File: src/rtl/mem_arb_pkg.sv
// Shared definitions for the mem_arb SRAM arbiter.
//   ARB_FIXED / ARB_RR : arbitration mode selectors (lowest index wins / rotating)
//   arb_state_e        : arbiter state encoding (no owner / a port owns the master)
//   getSlice           : pulls slice idx of a packed per-port bus, zero-extended
package mem_arb_pkg;

    localparam logic ARB_FIXED = 1'b0;
    localparam logic ARB_RR    = 1'b1;

    // Widest packed per-port bus getSlice can take (8 ports x 64 bits).
    localparam int SLICE_MAX = 512;

    typedef enum logic {
        ST_IDLE = 1'b0,
        ST_OWN  = 1'b1
    } arb_state_e;

    // Callers zero-extend their bus to SLICE_MAX and truncate the result back
    // to the field width, so one function serves address, data and byteenable.
    function automatic logic [SLICE_MAX-1:0] getSlice(
        input logic [SLICE_MAX-1:0] vec,
        input int                   idx,
        input int                   width
    );
        logic [SLICE_MAX-1:0] mask;
        mask = (SLICE_MAX'(1) << width) - SLICE_MAX'(1);
        return (vec >> (idx * width)) & mask;
    endfunction

endpackage

File: src/rtl/mem_arb_pick.sv
// Combinational rotate-priority picker.
//   req_i    : per-port request vector
//   last_i   : most recently served port; the search starts just after it
//   mode_i   : ARB_RR rotates from last_i, ARB_FIXED always searches from 0
//   any_o    : at least one request present
//   winner_o : index of the selected port (0 when any_o is low)
module mem_arb_pick
    import mem_arb_pkg::*;
#(
    parameter int NUM_PORTS = 2,
    parameter int PORT_W    = $clog2(NUM_PORTS)
) (
    input  logic [NUM_PORTS-1:0] req_i,
    input  logic [PORT_W-1:0]    last_i,
    input  logic                 mode_i,
    output logic                 any_o,
    output logic [PORT_W-1:0]    winner_o
);

    int base;
    int idx;

    // Fixed priority is the rotating search with the start pinned just after
    // the last port, which makes port 0 the first candidate.
    always_comb begin
        any_o    = 1'b0;
        winner_o = '0;
        idx      = 0;
        base     = (mode_i == ARB_RR) ? int'(last_i) : NUM_PORTS - 1;
        for (int k = 1; k <= NUM_PORTS; k++) begin
            idx = (base + k) % NUM_PORTS;
            if (!any_o && req_i[PORT_W'(idx)]) begin
                any_o    = 1'b1;
                winner_o = PORT_W'(idx);
            end
        end
    end

endmodule

File: src/rtl/mem_arb.sv
// N-port Avalon-MM arbiter in front of a single SRAM master port.
//   clock, reset_n       : rising-edge clock, synchronous active-low reset
//   mem_*                : master side toward the SRAM controller
//   s_*                  : packed per-port slave side (port i uses slice i)
//   s_readdata           : mem_readdata broadcast; only the owner consumes it
//   s_waitrequest        : per-port stall; only the owner sees the memory stall
//   grant_valid/grant_id : debug view of the current owner
// A registered grant holds the owning port until the memory accepts its
// transfer; the next owner is chosen in the completion cycle so back-to-back
// grants need no idle cycle.
module mem_arb
    import mem_arb_pkg::*;
#(
    parameter int ADDR_WIDTH = 20,
    parameter int DATA_WIDTH = 16,
    parameter int BE_WIDTH   = DATA_WIDTH / 8,
    parameter int NUM_PORTS  = 2,
    parameter int ARB_MODE   = 1,
    parameter int PORT_W     = $clog2(NUM_PORTS)
) (
    input  logic                            clock,
    input  logic                            reset_n,
    output logic [ADDR_WIDTH-1:0]           mem_address,
    output logic [BE_WIDTH-1:0]             mem_byteenable,
    output logic                            mem_read,
    input  logic [DATA_WIDTH-1:0]           mem_readdata,
    output logic                            mem_write,
    output logic [DATA_WIDTH-1:0]           mem_writedata,
    input  logic                            mem_waitrequest,
    input  logic [NUM_PORTS*ADDR_WIDTH-1:0] s_address,
    input  logic [NUM_PORTS*BE_WIDTH-1:0]   s_byteenable,
    input  logic [NUM_PORTS-1:0]            s_read,
    input  logic [NUM_PORTS-1:0]            s_write,
    input  logic [NUM_PORTS*DATA_WIDTH-1:0] s_writedata,
    output logic [DATA_WIDTH-1:0]           s_readdata,
    output logic [NUM_PORTS-1:0]            s_waitrequest,
    output logic                            grant_valid,
    output logic [PORT_W-1:0]               grant_id
);

    arb_state_e             state_q, state_d;
    logic [PORT_W-1:0]      grant_q, grant_d;
    logic [PORT_W-1:0]      pointer_q, pointer_d;

    logic [NUM_PORTS-1:0]   req;
    logic                   ownerRead;
    logic                   ownerWrite;
    logic                   ownerReq;
    logic                   xferDone;
    logic                   pickAny;
    logic [PORT_W-1:0]      pickWinner;
    logic [PORT_W-1:0]      pickLast;

    assign req        = s_read | s_write;
    assign ownerRead  = s_read[grant_q];
    assign ownerWrite = s_write[grant_q];
    assign ownerReq   = ownerRead | ownerWrite;
    assign xferDone   = (state_q == ST_OWN) && ownerReq && !mem_waitrequest;

    // On completion the pointer moves to the finishing owner in the same edge,
    // so the re-arbitration must already search from that owner.
    assign pickLast = xferDone ? grant_q : pointer_q;

    mem_arb_pick #(
        .NUM_PORTS (NUM_PORTS),
        .PORT_W    (PORT_W)
    ) u_pick (
        .req_i    (req),
        .last_i   (pickLast),
        .mode_i   ((ARB_MODE == 0) ? ARB_FIXED : ARB_RR),
        .any_o    (pickAny),
        .winner_o (pickWinner)
    );

    always_ff @(posedge clock) begin
        if (!reset_n) begin
            state_q   <= ST_IDLE;
            grant_q   <= '0;
            pointer_q <= PORT_W'(NUM_PORTS - 1);
        end else begin
            state_q   <= state_d;
            grant_q   <= grant_d;
            pointer_q <= pointer_d;
        end
    end

    // An owner that withdraws without completing is released without moving
    // the pointer, so it keeps its place in the rotation.
    always_comb begin
        state_d   = state_q;
        grant_d   = grant_q;
        pointer_d = pointer_q;
        case (state_q)
            ST_IDLE: begin
                if (pickAny) begin
                    state_d = ST_OWN;
                    grant_d = pickWinner;
                end
            end
            ST_OWN: begin
                if (!ownerReq) begin
                    state_d = ST_IDLE;
                end else if (xferDone) begin
                    pointer_d = grant_q;
                    if (pickAny) begin
                        grant_d = pickWinner;
                    end else begin
                        state_d = ST_IDLE;
                    end
                end
            end
            default: state_d = ST_IDLE;
        endcase
    end

    // Read wins if a port raises both strobes, so the write is suppressed.
    always_comb begin
        mem_address    = '0;
        mem_byteenable = '0;
        mem_writedata  = '0;
        mem_read       = 1'b0;
        mem_write      = 1'b0;
        s_waitrequest  = '1;
        if (state_q == ST_OWN) begin
            mem_address    = ADDR_WIDTH'(getSlice(SLICE_MAX'(s_address), int'(grant_q), ADDR_WIDTH));
            mem_byteenable = BE_WIDTH'(getSlice(SLICE_MAX'(s_byteenable), int'(grant_q), BE_WIDTH));
            mem_writedata  = DATA_WIDTH'(getSlice(SLICE_MAX'(s_writedata), int'(grant_q), DATA_WIDTH));
            mem_read       = ownerRead;
            mem_write      = ownerWrite & ~ownerRead;
            s_waitrequest[grant_q] = mem_waitrequest;
        end
    end

    assign s_readdata  = mem_readdata;
    assign grant_valid = (state_q == ST_OWN);
    assign grant_id    = grant_q;

endmodule

File: config.mk
export PLATFORM = sky130hd
export DESIGN_NAME = mem_arb
export DESIGN_NICKNAME = d
export VERILOG_FILES = /design/src/rtl/mem_arb_pkg.sv /design/src/rtl/mem_arb_pick.sv /design/src/rtl/mem_arb.sv
export SDC_FILE = /design/constraint.sdc
export NUM_CORES = 1
export LEC_CHECK = 0
export BUFFER_PORTS_ARGS = -buffer_cell sky130_fd_sc_hd__buf_4
export CORE_ASPECT_RATIO = 0.75
export CORE_UTILIZATION = 32
export DETAILED_ROUTE_END_ITERATION = 10
export MAX_ROUTING_LAYER = met4
export PLACE_DENSITY_LB_ADDON = 0.1
export SLEW_MARGIN = 5
export SYNTH_ARGS = -nofsm -noshare
export SYNTH_HDL_FRONTEND = slang
export SYNTH_SLANG_ARGS = --single-unit
export TNS_END_PERCENT = 10
File: constraint.sdc
create_clock -name clock -period 2.8 [get_ports clock]
set_input_delay 0.14 -clock clock [delete_from_list [all_inputs] [get_ports clock]]
set_output_delay 0.14 -clock clock [all_outputs]
set_load 0.02 [all_outputs]
======== Word-level counts from Yosys, hierarchy flattened ========
Cells that the tools add are included.
cells by class
  add/sub/neg operators ................... 2
  $mul .................................... 1
  order comparisons ....................... 4
  equality and inequality tests ........... 2
  shifts and indexed selects .............. 3
  multiplexer cells ....................... 29
  bitwise gates (word level) .............. 7
  reductions and logical operators ........ 8
operator list
  cell                   number
  $shr A40 B6 Y20        1
  $shr A32 B5 Y16        1
  $mux W1                22
  $mux W20               1
  $mux W16               1
  $lt A1 B3 Y1 const B   2
  $logic_and A1 B1 Y1    4
  $mul A1 B3 Y4 const B  1
  $mux W2                2
  $ne A2 B1 Y1 const B   2
  $pmux W1 S2            2
  $reduce_and A2 Y1      2
  $shr A4 B2 Y2          1
  $add A1 B1 Y1 const B  2
  $logic_not A1 Y1       2
  $lt A1 B2 Y1 const B   1
  $not A1 Y1             2
  $not A2 Y2             1
  $or A1 B1 Y1           2
  $or A2 B2 Y2           1
  $and A1 B1 Y1          1
  $demux W1 S1           1
  $ge A1 B1 Y1 const B   1
storage, ports and cells
  bits in registers ....................... 3
  bits of input ports ..................... 99
  output and inout bits ................... 60

======== Longest topological paths before layout ========
  depth after elaboration ................. 18
  mapped depth ............................ 4

======== By module ========
A second synthesis with hierarchy kept.
second synthesis, totals
  cell total of the unflattened synthesis .. 137
  area total of the unflattened synthesis .. 957.2 um2
modules (own cells, without submodules)
  module        times used  cells each  area an instance (um2)  sequential area each (um2)
  mem_arb       1           135         940.9                   60.1
  mem_arb_pick  1           2           16.3                    0.0

======== Least setup slack after synthesis ========
Ideal clock, no wire load.
  path kind ............................... register -> register
  start point ............................. register state_q (netlist: grant_valid)
  end point ............................... register grant_q (netlist: grant_id)
  arrival time ............................ 1.270 ns
  data required time ...................... 2.685 ns
  path slack .............................. 1.414 ns
  cell stages (with the launch flop) ...... 5
  path buffers ............................ 1
  period minus slack after synthesis ...... 1.386 ns
  cell sequence ........................... dfxtp_1 > buf_6 > nand3b_1 > o221a_2 > a31o_1
between the ends
  cells in the longest elaborated chain, start to end .. 10
ends and longest elaborated chain
  element                            RTL line                       source
  start: declaration                 mem_arb.sv:41                  arb_state_e state_q, state_d;
  start signal: assignment           mem_arb.sv:81                  state_q <= state_d;
  $logic_and A1 B1 Y1 (2 in series)  mem_arb.sv:58                  assign xferDone = (state_q == ST_OWN) && ownerReq && !mem_waitrequest;
  $mux W1                            --
  $add A1 B1 Y1                      mem_arb_pick.sv:31             idx = (base + k) % NUM_PORTS;
  $mux W1 (2 in series)              mem_arb_pick.sv:32             if (!any_o && req_i[PORT_W'(idx)]) begin
  $mux W1                            mem_arb.sv:95, mem_arb.sv:105
  $mux W1                            mem_arb.sv:103                 end else if (xferDone) begin
  $mux W1                            mem_arb.sv:101                 if (!ownerReq) begin
  $pmux W1 S2                        mem_arb.sv:93                  case (state_q)
  end signal: assignment             mem_arb.sv:82                  grant_q <= grant_d;
  end: declaration                   mem_arb.sv:42                  logic [PORT_W-1:0] grant_q, grant_d;
Parallel ways exist; a longest one is shown, timed or not. The select of a mux whose other input is x is not followed.
A chain may end at the register's enable or synchronous reset.

======== Worst setup path in the final report ========
  start point ............................. register grant_q (netlist: grant_id)
  end point ............................... output mem_address[18]
between the ends
  cells in the longest elaborated chain, start to end .. 3
ends and longest elaborated chain
  element           RTL line           source
  $mul A1 B3 Y4     mem_arb_pkg.sv:27  return (vec >> (idx * width)) & mask;
  $shr A40 B6 Y20   mem_arb_pkg.sv:27
  $mux W20          mem_arb.sv:124     if (state_q == ST_OWN) begin
  end: declaration  mem_arb.sv:23      output logic [ADDR_WIDTH-1:0] mem_address,
Every way passes these cells.

==> results_dict.tcl <==
set metrics [dict create \
    status "finished clean" \
    place_congestion 0.782 \
    grt-ovfl-total 0 \
    slew_headroom_pct 52.5 \
    clk_pin_slew_worst_paths_ns 0.03 \
    io_buffer_count 126 \
    skew_ns 0.00207 \
    num_vias 1269 \
    max_freq_ghz 0.516 \
    hpwlAfterDp_mm 2.71 \
    syn_nets 226 \
    initial_core_util_pct 34.6 \
    fill_cells 273 \
    critical_path_class "register to output port" \
    hold_path_class "input port to register" \
    layout-drive-gt1-share_pct 58.1 \
    grt.total_usage_pct 17.5 \
    synth-edff-count 0 \
    crit_required_ns 2.66 \
    core-area_sq_um 3020 \
    ctsHoldBuffers 0 \
    vias_per_cell 4.67 \
    cts_resized 0 \
    io_pins 159 \
    clock_latency_ns 0.22 \
    synth_top_cell_area_share_pct 37.3 \
    dp.cells 268 \
    synthCells 127 \
    rsz0062_at_grt "false" \
    critPathLaunchType "register" \
    syn-cell-area_sq_um 1050 \
    instances_no_fill 272 \
    grt_pass1_wl_mm 4.59 \
    clockBufferDepth 2 \
    yosysUniqueCellTypes 22 \
    yosysWarningCount 0 \
    antenna_cells 0 \
    cts_root_buf "clkbuf_8" \
    synth_commonest_cells "nor2b_1 (40), mux2i_1 (39), buf_4 (16)" \
    fin_util_pct 63.1 \
    timing.final.crit_share_pct 69.2 \
    grt_max_degree 31 \
    worst_slew_pin_slew_ns 0.713 \
    drc 0 \
    hold_depth 2 \
    path_max_fanout 30 \
    grt_pass1_vias 1083 \
    die_height_microns 51.5 \
    tritoncts "yes" \
    cts-buffers-inserted 3 \
    drt_first_iter_violations 13 \
    synth-seq-area-share_pct 5.74 \
    die_x_microns 68.0 \
    cp-end-kind "output port" \
    r2r_cells 3 \
    nNetsFinal 334 \
    cts.sinks 3 \
    ctsHtreeMaxLevel 1 \
    synth.area.top_cells "mux2i_1 (37%), nor2b_1 (24%), buf_4 (11%), buf_6 (6.5%), dfxtp_1 (5.7%)" \
    dieArea_sq_um 3500 \
    routed_wl_mm 3.30 \
    yosysMostFrequentCell "nor2b_1" \
    antenna_found_initial 0 \
    rows 17 \
    hold_violations 0 \
    slew_violations 0 \
    irDropWorstVdd_v 0.000124 \
    powerDensity_nw_per_um2 257 \
    fin_crit_ns 1.94 \
    synth.avg_cell_area_sq_um 8.24 \
    setup_viol 0 \
    synth_area_leader_cell "mux2i_1" \
    ys_ff_latch 3 \
    synth-async-reset-ratio_pct 0 \
    arrival_ns 1.80 \
    areaGrowthSynthToFinish_pct 82.2 \
    ant_nets 0 \
    total_leakage_power_nw 0.926 \
    drv_cap 0 \
    fin_setup_tns_ns 0 \
    synth_flop_cell "dfxtp_1" \
    first_pass_iters 4 \
    wl_per_cell_microns 12.1 \
    post_cts_buffers 0 \
]
[layer usage]
layer,global-route usage (%),share of wire (%),vias to the layer above
li1,-,-,632
met1,18.9,35,570
met2,31.7,54,63
met3,3.95,9.8,4
met4,5.21,0.52,0
met5,-,0,-
[cells by family after synthesis]
family | Yosys count | synth area share, %
flops | 3 | 5.74
simple gates | 50 | 30.9
mux | 39 | 37.3
buf+inv | 28 | 20.1
compound gates | 7 | 5.98
[final cells by class]
type                       instances  area, sq um  share of cell area, %
multi-input combinational         96          776                   40.7
sequential                         3         61.3                   3.22
timing repair buffer             129          968                   50.8
clock buffer                       4         45.0                   2.36
tap                               38         47.5                   2.50
inverter                           2         7.51                  0.394
[cells in the final DEF (no fill, tap or decap)]
cell,synthesis,routed
a32oi_1,1,1
nand2b_1,1,1
nand3b_1,1,1
dfxtp_2,0,1
a31oi_1,1,1
nor3b_1,1,1
nor2_1,3,3
nor4b_2,1,1
o211a_1,1,1
inv_1,2,2
mux2i_1,39,39
nand2_1,1,1
and4bb_1,1,1
buf_4,16,129
a31o_1,1,1
o2bb2ai_1,1,1
clkbuf_1,4,1
dfxtp_1,3,2
nor2b_2,1,1
o221a_2,1,1
nor2b_1,40,40
clkbuf_8,0,3
a311oi_1,1,1
[registers in the layout, indices dropped and copies added, names as in the netlist]
name	flops
grant_id	1
grant_valid	1
pointer_q	1
[final timing paths]
path	slack, ns	from	endpoint
max reg2reg	1.24	grant_id	grant_id
min reg2reg	0.55	pointer_q	pointer_q
max	0.86	grant_id	mem_address[18]
min	0.22	reset_n	grant_valid
[power breakdown]
group	total, mW	switching (mW)	internal (mW)
sequential	0.0619	0.0159	0.0461
combinational	0.299	0.123	0.176
clock	0.128	0.0308	0.0973
[metrics by stage]
step / area (sq um) / setup WS [ns] / hold WS (ns) / total power [mW]
2_1_floorplan: 1050 / 1.41 / 0.307 / 0.243
3_3_place_gp: 1860 / 1.12 / 0.280 / 0.361
3_5_place_dp: 1860 / 1.07 / 0.280 / 0.364
4_1_cts: 1910 / 0.834 / 0.214 / 0.499
5_1_grt: 1910 / 0.727 / 0.221 / 0.525
6_report: 1910 / 0.861 / 0.222 / 0.489
[worst max-delay path, cell delays in order, from the launching register on]
cell,delay (ns)
dfxtp_2,0.78
buf_4,0.34
mux2i_1,0.23
nor2b_1,0.07
buf_4,0.15
No activity file was read; power rests on OpenSTA's default activity.
